### config.mk
export PLATFORM = sky130hd
export DESIGN_NAME = multicycle_ctrl
export DESIGN_NICKNAME = d
export VERILOG_FILES = /design/src/rtl/multicycle_ctrl.sv
export SDC_FILE = /design/constraint.sdc
export NUM_CORES = 1
export LEC_CHECK = 0
export CAP_MARGIN = 15
export CORE_MARGIN = 2
export CORE_UTILIZATION = 36
export DETAILED_ROUTE_END_ITERATION = 16
export HOLD_SLACK_MARGIN = 0.1
export PLACE_DENSITY = 0.75
export SLEW_MARGIN = 40
export SYNTH_ARGS = -nofsm -noshare
export SYNTH_HDL_FRONTEND = slang
export SYNTH_SLANG_ARGS = --single-unit
export TNS_END_PERCENT = 30
### constraint.sdc
create_clock -name clk -period 1.4 [get_ports clk]
set_input_delay 0.21 -clock clk [delete_from_list [all_inputs] [get_ports clk]]
set_output_delay 0.21 -clock clk [all_outputs]
set_load 0.005 [all_outputs]
### src/rtl/multicycle_ctrl.sv
// Moore control FSM for a multicycle MIPS-style datapath: sequences fetch, decode,
// memory, ALU and write-back steps, with a sticky trap state for unknown opcodes.
module multicycle_ctrl (
    input  logic       clk,
    input  logic       reset_n,
    input  logic [5:0] op,
    input  logic       mem_ready,
    output logic       mem_req,
    output logic       memwrite,
    output logic       iord,
    output logic       irwrite,
    output logic       pcwrite,
    output logic       branch,
    output logic       regwrite,
    output logic       regdst,
    output logic       memtoreg,
    output logic       alusrca,
    output logic [1:0] alusrcb,
    output logic [1:0] pcsrc,
    output logic [1:0] aluop,
    output logic       instr_done,
    output logic       illegal,
    output logic [3:0] state
);
    localparam logic [3:0] S_FETCH   = 4'd0;
    localparam logic [3:0] S_DECODE  = 4'd1;
    localparam logic [3:0] S_MEMADR  = 4'd2;
    localparam logic [3:0] S_MEMRD   = 4'd3;
    localparam logic [3:0] S_MEMWB   = 4'd4;
    localparam logic [3:0] S_MEMWR   = 4'd5;
    localparam logic [3:0] S_RTEX    = 4'd6;
    localparam logic [3:0] S_RTWB    = 4'd7;
    localparam logic [3:0] S_BEQEX   = 4'd8;
    localparam logic [3:0] S_ADDIEX  = 4'd9;
    localparam logic [3:0] S_ADDIWB  = 4'd10;
    localparam logic [3:0] S_JEX     = 4'd11;
    localparam logic [3:0] S_ILLEGAL = 4'd15;

    localparam logic [5:0] OP_LW   = 6'b100011;
    localparam logic [5:0] OP_SW   = 6'b101011;
    localparam logic [5:0] OP_RT   = 6'b000000;
    localparam logic [5:0] OP_BEQ  = 6'b000100;
    localparam logic [5:0] OP_ADDI = 6'b001000;
    localparam logic [5:0] OP_J    = 6'b000010;

    logic [3:0] r_state;
    logic [3:0] w_next;
    logic       r_illegal;

    always_ff @(posedge clk or negedge reset_n) begin
        if (!reset_n) begin
            r_state   <= S_FETCH;
            r_illegal <= 1'b0;
        end else begin
            r_state <= w_next;
            if (w_next == S_ILLEGAL) r_illegal <= 1'b1;
        end
    end

    always_comb begin
        w_next = S_FETCH;
        case (r_state)
            S_FETCH:  w_next = mem_ready ? S_DECODE : S_FETCH;
            S_DECODE: begin
                case (op)
                    OP_LW, OP_SW: w_next = S_MEMADR;
                    OP_RT:        w_next = S_RTEX;
                    OP_BEQ:       w_next = S_BEQEX;
                    OP_ADDI:      w_next = S_ADDIEX;
                    OP_J:         w_next = S_JEX;
                    default:      w_next = S_ILLEGAL;
                endcase
            end
            S_MEMADR:  w_next = (op == OP_LW) ? S_MEMRD : S_MEMWR;
            S_MEMRD:   w_next = mem_ready ? S_MEMWB : S_MEMRD;
            S_MEMWR:   w_next = mem_ready ? S_FETCH : S_MEMWR;
            S_RTEX:    w_next = S_RTWB;
            S_ADDIEX:  w_next = S_ADDIWB;
            S_ILLEGAL: w_next = S_ILLEGAL;
            default:   w_next = S_FETCH;
        endcase
    end

    // mem_ready-qualified strobes are gated by reset_n so nothing fires while reset is held
    always_comb begin
        mem_req    = 1'b0;
        memwrite   = 1'b0;
        iord       = 1'b0;
        irwrite    = 1'b0;
        pcwrite    = 1'b0;
        branch     = 1'b0;
        regwrite   = 1'b0;
        regdst     = 1'b0;
        memtoreg   = 1'b0;
        alusrca    = 1'b0;
        alusrcb    = 2'b00;
        pcsrc      = 2'b00;
        aluop      = 2'b00;
        instr_done = 1'b0;
        case (r_state)
            S_FETCH: begin
                mem_req = 1'b1;
                alusrcb = 2'b01;
                irwrite = mem_ready & reset_n;
                pcwrite = mem_ready & reset_n;
            end
            S_DECODE: alusrcb = 2'b11;
            S_MEMADR, S_ADDIEX: begin
                alusrca = 1'b1;
                alusrcb = 2'b10;
            end
            S_MEMRD: begin
                mem_req = 1'b1;
                iord    = 1'b1;
            end
            S_MEMWB: begin
                regwrite   = 1'b1;
                memtoreg   = 1'b1;
                instr_done = 1'b1;
            end
            S_MEMWR: begin
                mem_req    = 1'b1;
                iord       = 1'b1;
                memwrite   = 1'b1;
                instr_done = mem_ready & reset_n;
            end
            S_RTEX: begin
                alusrca = 1'b1;
                aluop   = 2'b10;
            end
            S_RTWB: begin
                regwrite   = 1'b1;
                regdst     = 1'b1;
                instr_done = 1'b1;
            end
            S_BEQEX: begin
                alusrca    = 1'b1;
                aluop      = 2'b01;
                branch     = 1'b1;
                pcsrc      = 2'b01;
                instr_done = 1'b1;
            end
            S_ADDIWB: begin
                regwrite   = 1'b1;
                instr_done = 1'b1;
            end
            S_JEX: begin
                pcsrc      = 2'b10;
                pcwrite    = 1'b1;
                instr_done = 1'b1;
            end
            default: ;
        endcase
    end

    assign illegal = r_illegal;
    assign state   = r_state;
endmodule

# Word-level counts from Yosys, hierarchy flattened
# Cells that the tools add are included.
[totals] out_inout_bits=22 input_bits=9 wordCells=50 reg_bits=5
[op_classes] n_mux=20 eq_ne=18 bitwise_logic=1 reduce_logical=9
[op_table] operator="$pmux W4 S8" n=1
[op_table] operator="$eq A4 B4 Y1 const B" n=6
[op_table] operator="$pmux W4 S5" n=1
[op_table] operator="$eq A4 B3 Y1 const B" n=4
[op_table] operator="$eq A6 B6 Y1 const B" n=2
[op_table] operator="$mux W1" n=10
[op_table] operator="$mux W3" n=3
[op_table] operator="$eq A4 B2 Y1 const B" n=2
[op_table] operator="$pmux W2 S2" n=2
[op_table] operator="$eq A6 B2 Y1 const B" n=1
[op_table] operator="$eq A6 B3 Y1 const B" n=1
[op_table] operator="$eq A6 B4 Y1 const B" n=1
[op_table] operator="$logic_not A6 Y1" n=1
[op_table] operator="$pmux W2 S3" n=1
[op_table] operator="$reduce_or A2 Y1" n=3
[op_table] operator="$reduce_or A3 Y1" n=2
[op_table] operator="$reduce_or A5 Y1" n=1
[op_table] operator="$eq A4 B1 Y1 const B" n=1
[op_table] operator="$logic_not A4 Y1" n=1
[op_table] operator="$pmux W1 S2" n=2
[op_table] operator="$reduce_or A4 Y1" n=1
[op_table] operator="$and A1 B1 Y1" n=1

# Logic depth before layout (Yosys ltp)
[logic_depth] ltp_word=5 ltp_mapped=6 ltp_nobuf=5

# Worst setup path before layout
# OpenSTA, ideal clock, no wires.
[synth_path] path_type="reg-to-reg" startpoint="register r_state[2], in the netlist state[2]" endpoint="register r_illegal, in the netlist illegal" period_less_slack_ns=1.558 required_time_ns=1.280 arrival_time_ns=1.437 setup_ns=0.120 path_slack_ns=-0.158 n_path_buf=1 stages_incl_launch_ff=7 path_cell_list="dfrtp_1 buf_6 or4_1 nor2_1 o32a_2 o311ai_1 a41o_1"
[synth_via] elab_chain_len=3 elab_cells_between_ends=10 classes_between="eq/ne (8); mux (1); reduce/logical (1)"
[synth_rtl] element="start: declaration" line_no="46" text="logic [3:0] r_state;"
[synth_rtl] element="start signal: assignment" line_no="55" text="r_state <= w_next;"
[synth_rtl] element="$eq A4 B4 Y1, or another cell as far along" line_no="62" text="case (r_state)"
[synth_rtl] element="$pmux W4 S8 (*)" line_no="62"
[synth_rtl] element="named net w_next[2]" line_no="47" text="logic [3:0] w_next;"
[synth_rtl] element="$eq A4 B4 Y1 (*)" line_no="56" text="if (w_next == S_ILLEGAL) r_illegal <= 1'b1;"
[synth_rtl] element="end signal: assignment" line_no="53" text="r_illegal <= 1'b0;"
[synth_rtl] element="end signal: assignment" line_no="56"
[synth_rtl] element="end: declaration" line_no="48" text="logic r_illegal;"
# Mark *: on every way through the listed nets, which the timed path passes. The rest lies on a longest branch.
# A chain may end at the register's enable or synchronous reset.

# Worst setup path in the final report
# Ends and elaborated chain as after synthesis.

==> results.md <==
- Final hold vios: 0
- Initial DRC count: 13
- Vias in the first global route: just under 900
- Critical Path Source Type: register
- Mean Syn Cell Area: 7.58 um2
- H-tree Lvls: 1
- Synthesized instance count: between 80 and 90
- GP Congestion: 0.839
- Worst R2R Start: state[2]$_DFF_PN0_
- GRT overflow: 0
- Worst path required time: between 1.5 and 2 ns
- CTS Buf Count: 3
- Outcome: finished with violations
- GR Util met1: 0.299
- GRT Overall Usage: 0.253
- Number of synthesized register bits: 5
- VDD IR max: 1610 uV
- Synth area leader: dfrtp_1
- Max-capacitance violation count: 0
- Clock power frac: 0.054
- Placed insts: ~150
- Drt drc: 0
- Crit path from: state[2]$_DFF_PN0_
- Pre-CTS setup slack: -0.651 ns
- # IOs: 31
- CTS tree: built
- Grt met3 use: 0.0392
- Critical path peak fanout: 6
- Crit-path max cell delay: 0.44 ns
- Highest clock rate: 0.584 GHz
- Mapped Nets: between 90 and 100
- Core Util, Final: 0.850
- Met2 usage: 0.478
- Critical Setup Path Class: register to register
- IO buf count: 30
- Yosys cell types: 38
- Max Slew Vio Count: 0
- Switch share: 0.447
- Cell family contributing the most delay on the critical path: simple AND/OR/NAND/NOR gates
- Post-DR wirelength/cell: roughly 19 um
- CP arrival: ~1.8 ns
- Static leakage: 0.687 nW
- Cell Chain, Critical Path: buf_4 -> or4_4 -> nor2_4 -> o32a_2 -> o311ai_4 -> a41o_1
- Clk_skew: ~0.013 ns
- Share of cells above drive strength 1: 0.688
- RSZ-0062 raised after global routing: true
- Min Clock Period, post-route: roughly 1.7 ns
- Via count: around 1000
- CP endpoint kind: register
- Fin crit share: 1.22
- Ys flop type: dfrtp_1
- Vias per cell: ~6
- Area Overhead vs Synth: 126%
- Gate power share: 0.838
- Final nets: around 160
- Initial core utilization: 0.377
- # setup viols final: 22
- Antenna diodes: 0
- Num rows: 15
- Final setup margin: -0.313 ns
- DRT Pass-1 Iters: 4
- Final non-filler cell area: 1440 um2
- Gr busiest metal: met2
- Initial antenna violation count: 0
- Die ar.: between 2000 and 2500 um2
- Worst R2R Setup Slack: -0.31 ns
- Yosys warnings: 0
- HP Class: input port to asynchronous set/reset pin
- Stages on the worst setup path: 6
- Maximum clock path buffer count: 2
- Power, Total: 3.24 mW
- Slowest-stage cell, CP: dfrtp_2
- FILL cells: 89
- Floorplan core area: between 1500 and 2000 um2
- P_sw: 1.45 mW
- Synth Cell Area: around 640 um2
- Path depth of the worst reg2reg path: 6
- # clock sinks: 5
- Global-route wire length before repair: about 4000 um
- Die width: approximately 46 um
- DP Wirelength: about 1700 um
- Buf/Inv on CP: 1
- DP Area: ~1100 um2
- Slew of the pin with the lowest slew margin: ~0.43 ns
- Clk slew on worst S/H paths: 0.05 ns
- Sequential share of power: 0.108
- Post-synth EDFFs: 0
- Pwr dens: ~2300 nW/um2
- DRT antenna net count: 0
- FFs w/ async S/R, synth: 1.00
- Violated checks: negative setup slack
- Slew headroom: 0.713
- CTS root buffer: clkbuf_4
- Largest net degree at the start of global routing: 10
- Final Non-Filler Cells: about 170
- Die height: 46.1 um
- Top cells by area, synth: dfrtp_1 (20%), nor2_1 (6.5%), nor3_1 (6.3%)
- Share of the synthesized area in the top cell type: 0.196
- Final Routed Wirelength: roughly 3200 um
- Sequential-to-total area share from yosys stat: 0.196
- Clock Latency Late Sink: 0.25 ns
- P_int: 1.79 mW
==> path summary, 6_finish.rpt <==
check                                 endpoint
max                        illegal$_DFFE_PN0N_
min                         state[2]$_DFF_PN0_
max reg2reg                illegal$_DFFE_PN0N_
min reg2reg                illegal$_DFFE_PN0N_
max in group asynchronous   state[3]$_DFF_PN0_
min in group clk           illegal$_DFFE_PN0N_
==> sequential cells by signal, summed over array words and instances, names as in the netlist <==
signal   count
state        4
illegal      1
==> synth_stat cells (2+ instances only) <==
master / count
nand2_1: 3
dfrtp_1: 5
nand3_1: 4
nor3_1: 8
or4b_1: 2
nand2b_1: 4
buf_6: 3
clkbuf_1: 2
a21o_1: 2
a21oi_1: 6
buf_4: 3
inv_1: 3
or4_1: 2
o21ai_0: 3
nor2_1: 11
==> metrics by stage <==
step / hold slack, ns / setup TNS, ns
6_report: 0.279 / -3.18
5_1_grt: 0.272 / -4.10
4_1_cts: 0.252 / -2.81
3_5_place_dp: 0.466 / -7.43
3_3_place_gp: 0.452 / -6.86
2_1_floorplan: -0.0856 / -0.201
==> what timing repair did <==
item	CTS	global route
hold buffers	0	0
resized for setup	107	34
pin swaps	12	9
buffers inserted	12	2
setup endpoints to repair	26	26
==> power by group through the flow <==
| stage | clock (mW) | sequential, mW | combinational (mW) |
|---|---|---|---|
| after global placement | 0 | 0.332 | 1.78 |
| after CTS | 0.175 | 0.335 | 2.26 |
| final | 0.174 | 0.352 | 2.72 |
| after floorplan | 0 | 0.272 | 0.878 |
| after global routing | 0.188 | 0.354 | 2.85 |
| after detailed placement | 0 | 0.333 | 1.83 |
==> cell families (layout without fill, tap and decap cells) <==
logic type / count (synthesis) / in the layout / synth area share
XOR/XNOR: 2 / 2 / 0.0275
AND/OR/NAND/NOR: 43 / 43 / 0.389
multiplexers: 1 / 1 / 0.0157
AO/OA/AOI/OAI: 22 / 22 / 0.253
flip-flops: 5 / 5 / 0.196
buffers and inverters: 11 / 81 / 0.118
==> routing by layer <==
| metal | up-vias | part of all wire | routed length (um) |
|---|---|---|---|
| met5 | - | 0 | 0 |
| met4 | 0 | 0.016 | 52 |
| met3 | 8 | 0.057 | 184 |
| met2 | 49 | 0.51 | 1660 |
| met1 | 493 | 0.41 | 1340 |
| li1 | 454 | - | - |
==> cell type report <==
type	instances	area, um2	share of cell area
Clock buffer	4	26.3	0.0183
Inverter	3	11.3	0.00784
Multi-Input combinational cell	68	634	0.442
Sequential cell	5	130	0.0906
Tap cell	17	21.3	0.0148
Timing Repair Buffer	74	613	0.427
==> layout by cell type (no fill, tap or decap), types with 2 or more instances in the layout <==
cell              n
or4b_1            2
nand2_1           2
clkdlybuf4s15_2   2
nor2_2            3
clkdlybuf4s50_1   6
buf_6            16
or4_4             2
dlygate4sd2_1     4
buf_4            27
nor2_4            3
o21ai_1           2
o21ai_0           2
nor3_4            2
nor2_1            5
nand3_1           4
nand2b_4          4
nor3_1            2
clkbuf_2          3
o31ai_2           2
clkbuf_4          3
a21oi_1           3
a21oi_2           3
a21o_1            2
dfrtp_2           4
nor3_2            5
inv_1             2
buf_2            14
(Power assumes the default switching activity.)
==> variant (config.mk and constraints unchanged) <==
Make the reset (`reset_n`) synchronous in one clocked block.
--- a/src/rtl/multicycle_ctrl.sv
+++ b/src/rtl/multicycle_ctrl.sv
@@ -49,3 +49,3 @@
 
-    always_ff @(posedge clk or negedge reset_n) begin
+    always_ff @(posedge clk) begin
         if (!reset_n) begin
Check against the original RTL: differs if reset_n is asserted again (counterexample within 4 cycles, from zero or initial values and one cycle with reset_n low); with reset_n held inactive, the same outputs for 10 cycles.
==> variant against the unedited design <==
  * The run still ends with setup timing left
  * Non-clock buffer count down 2
  * Combinational power down 15%
  * Design area up 0.52%
  * Global-route usage up 1.6 points
  * Sequential cell count unchanged
  * Worst setup slack better by 41 ps
  * Power down 14%
  * Die area up 1.8%
  * Sequential share of layout area down 1.1 points
  * Wire length down 4.4%
  * Hold slack better by 200 ps
  * Area after synthesis up 2.0%
  * Critical endpoint is now illegal$_SDFFE_PN0N_
  * Largest cell class unchanged
==> variant: results (changes against the unedited design) <==
clocking:
  clock_latency_ps: 240
  cts_buffers: 3  # unchanged
  clock_path_buffers: 2  # unchanged
  cts_htree_levels: 1  # unchanged
  cts.clk_slew.worst_paths_ps: 40
  cts-root-buf: "clkbuf_4"
routing:
  wire_per_inst_um: 16.62  # -12%
  vias: 1027  # +2.3%
  dr.pass1.iters: 4  # unchanged
  drt_iter0_markers: 17  # +4
  detail-route-antenna-nets: 0  # unchanged
worst_setup_path:
  crit_slowest_cell: "dfxtp_4"
  crit_family: "compound AO/OA/AOI/OAI gates"
  rr_worst_depth: 7  # +1
  cp_data_arrival_time_ps: 1810  # -30 ps
  max_stage_delay_ps: 350  # -90 ps
  crit_end: "illegal$_SDFFE_PN0N_"
  cp_max_fo: 4  # -2
  cp-startpoint: "state[0]$_SDFF_PN0_"
worst_hold_path:
  min_delay_path_depth: 2
  hp-class: "flip-flop to flip-flop"
  hold_end: "illegal$_SDFFE_PN0N_"
  hp-start: "illegal$_SDFFE_PN0N_"
outcome:
  status: "finished with violations"
  failed_checks: "setup timing"
sta:
  worst_slack_ps: -271.7  # +40.88 ps
  final_hold_viol_count: 0  # unchanged
  finClkSkew_ps: 7.892  # -5.552 ps
  tightest_slew_ps: 289.9  # -136.9 ps
  setup_viol: 17  # -23%
synth:
  syn-num-nets: 102  # +9.7%
  yosysSeqAreaShare_pct: 15.41  # -4.2 points
  ys_top_cells_by_area: "dfxtp_1 (15%), nor2_1 (7.5%), a21oi_1 (6.9%), nor3_1 (6.2%), nand2b_1 (5.8%)"
  yosys-top-cells-count: "nor2_1 (13), a21oi_1 (9), nor3_1 (8)"
  synth.distinct_cells: 37  # -2.6%
  synth_cells: 93  # +11%
  synthFlopType: "dfxtp_1"
  synth_warnings: 0  # unchanged
  synthArstFlopShare_pct: 0  # -100 points
placed_design:
  dp.final_hpwl_um: 1844  # +11%
  dp_cells: 174  # +14%
  io_buffers: 30  # unchanged
  place.gp.congestion: 0.9228  # +10%
  placed_cell_area_um2: 1201  # +7.3%
pwr:
  vdd_drop_max_uv: 1297  # -19%
  p_leak_nw: 0.6432  # -6.4%
  switching_share_pct: 44.20  # -0.53 points
grt:
  grt_max_degree: 10  # unchanged
  antenna_found_initial: 0  # unchanged
  grt_pass1_vias: 966  # +8.5%
  grt_usage_pct: 26.84  # +1.6 points
  grt_pass1_wl_um: 4209  # +6.5%
final_layout:
  diodes: 0  # unchanged
  fillers: 102  # +15%
  largest_reg_flops: 4  # unchanged
  instances_no_fill: 186  # +8.8%
  layout-drive-gt1-share_pct: 64.60  # -4.2 points
==> variant: layout make-up <==
| type | instances | area, um^2 | share of cell area, % |
|---|---|---|---|
| multi-input combinational | 77 | 669.4 | 46.36 |
| timing repair buffer | 72 | 588.1 | 40.73 |
| sequential | 5 | 115.1 | 7.972 |
| tap | 25 | 31.28 | 2.166 |
| clock buffer | 4 | 26.28 | 1.820 |
| inverter | 3 | 13.76 | 0.9532 |
==> variant: cell families (layout without fill, tap and decap cells) <==
logic type	count (synthesis)	in the layout	synth area share [%]
AOI/OAI and AO/OA	25	25	26.21
xor gates and xnor gates	2	2	2.698
buffers and inverters	11	79	9.825
DFF	5	5	15.41
muxes	1	1	1.541
and+or+nand+nor	49	49	44.32
==> variant: metrics by stage <==
stage               TNS (ps)  hold WS [ps]  power (mW)  worst slack, ps
finish                 -1802         476.3       2.792           -271.7
global route           -2655         513.1       2.956           -313.6
CTS                    -1493         455.0       2.478           -226.5
detailed placement     -6678         449.4       2.070           -665.4
global placement       -6032         436.4       2.023           -585.5
floorplan             -350.5         317.3       1.107           -112.6
==> variant: power groups by stage <==
stage / clock, mW / sequential [mW] / combinational, mW
2_1_floorplan: 0 / 0.248 / 0.859
3_3_place_gp: 0 / 0.278 / 1.75
3_5_place_dp: 0 / 0.280 / 1.79
4_1_cts: 0.169 / 0.320 / 1.99
5_1_grt: 0.183 / 0.332 / 2.44
6_report: 0.166 / 0.327 / 2.30
==> variant: repair_timing <==
item                                    CTS  global route
setup buffers                             4             4
gates resized for setup                  95            39
cloned                                    0             0
pin swaps                                10             6
endpoints found under the setup margin   26            22
endpoints found under the hold margin     0             0
==> variant: per-layer routing <==
metal	up-vias	GRT usage (%)	part of all wire, %
met1	490	28.57	38
met2	48	54.72	53
met4	0	3.429	3.2
met3	12	4.314	5.5
met5	-	0	0
li1	477	-	-
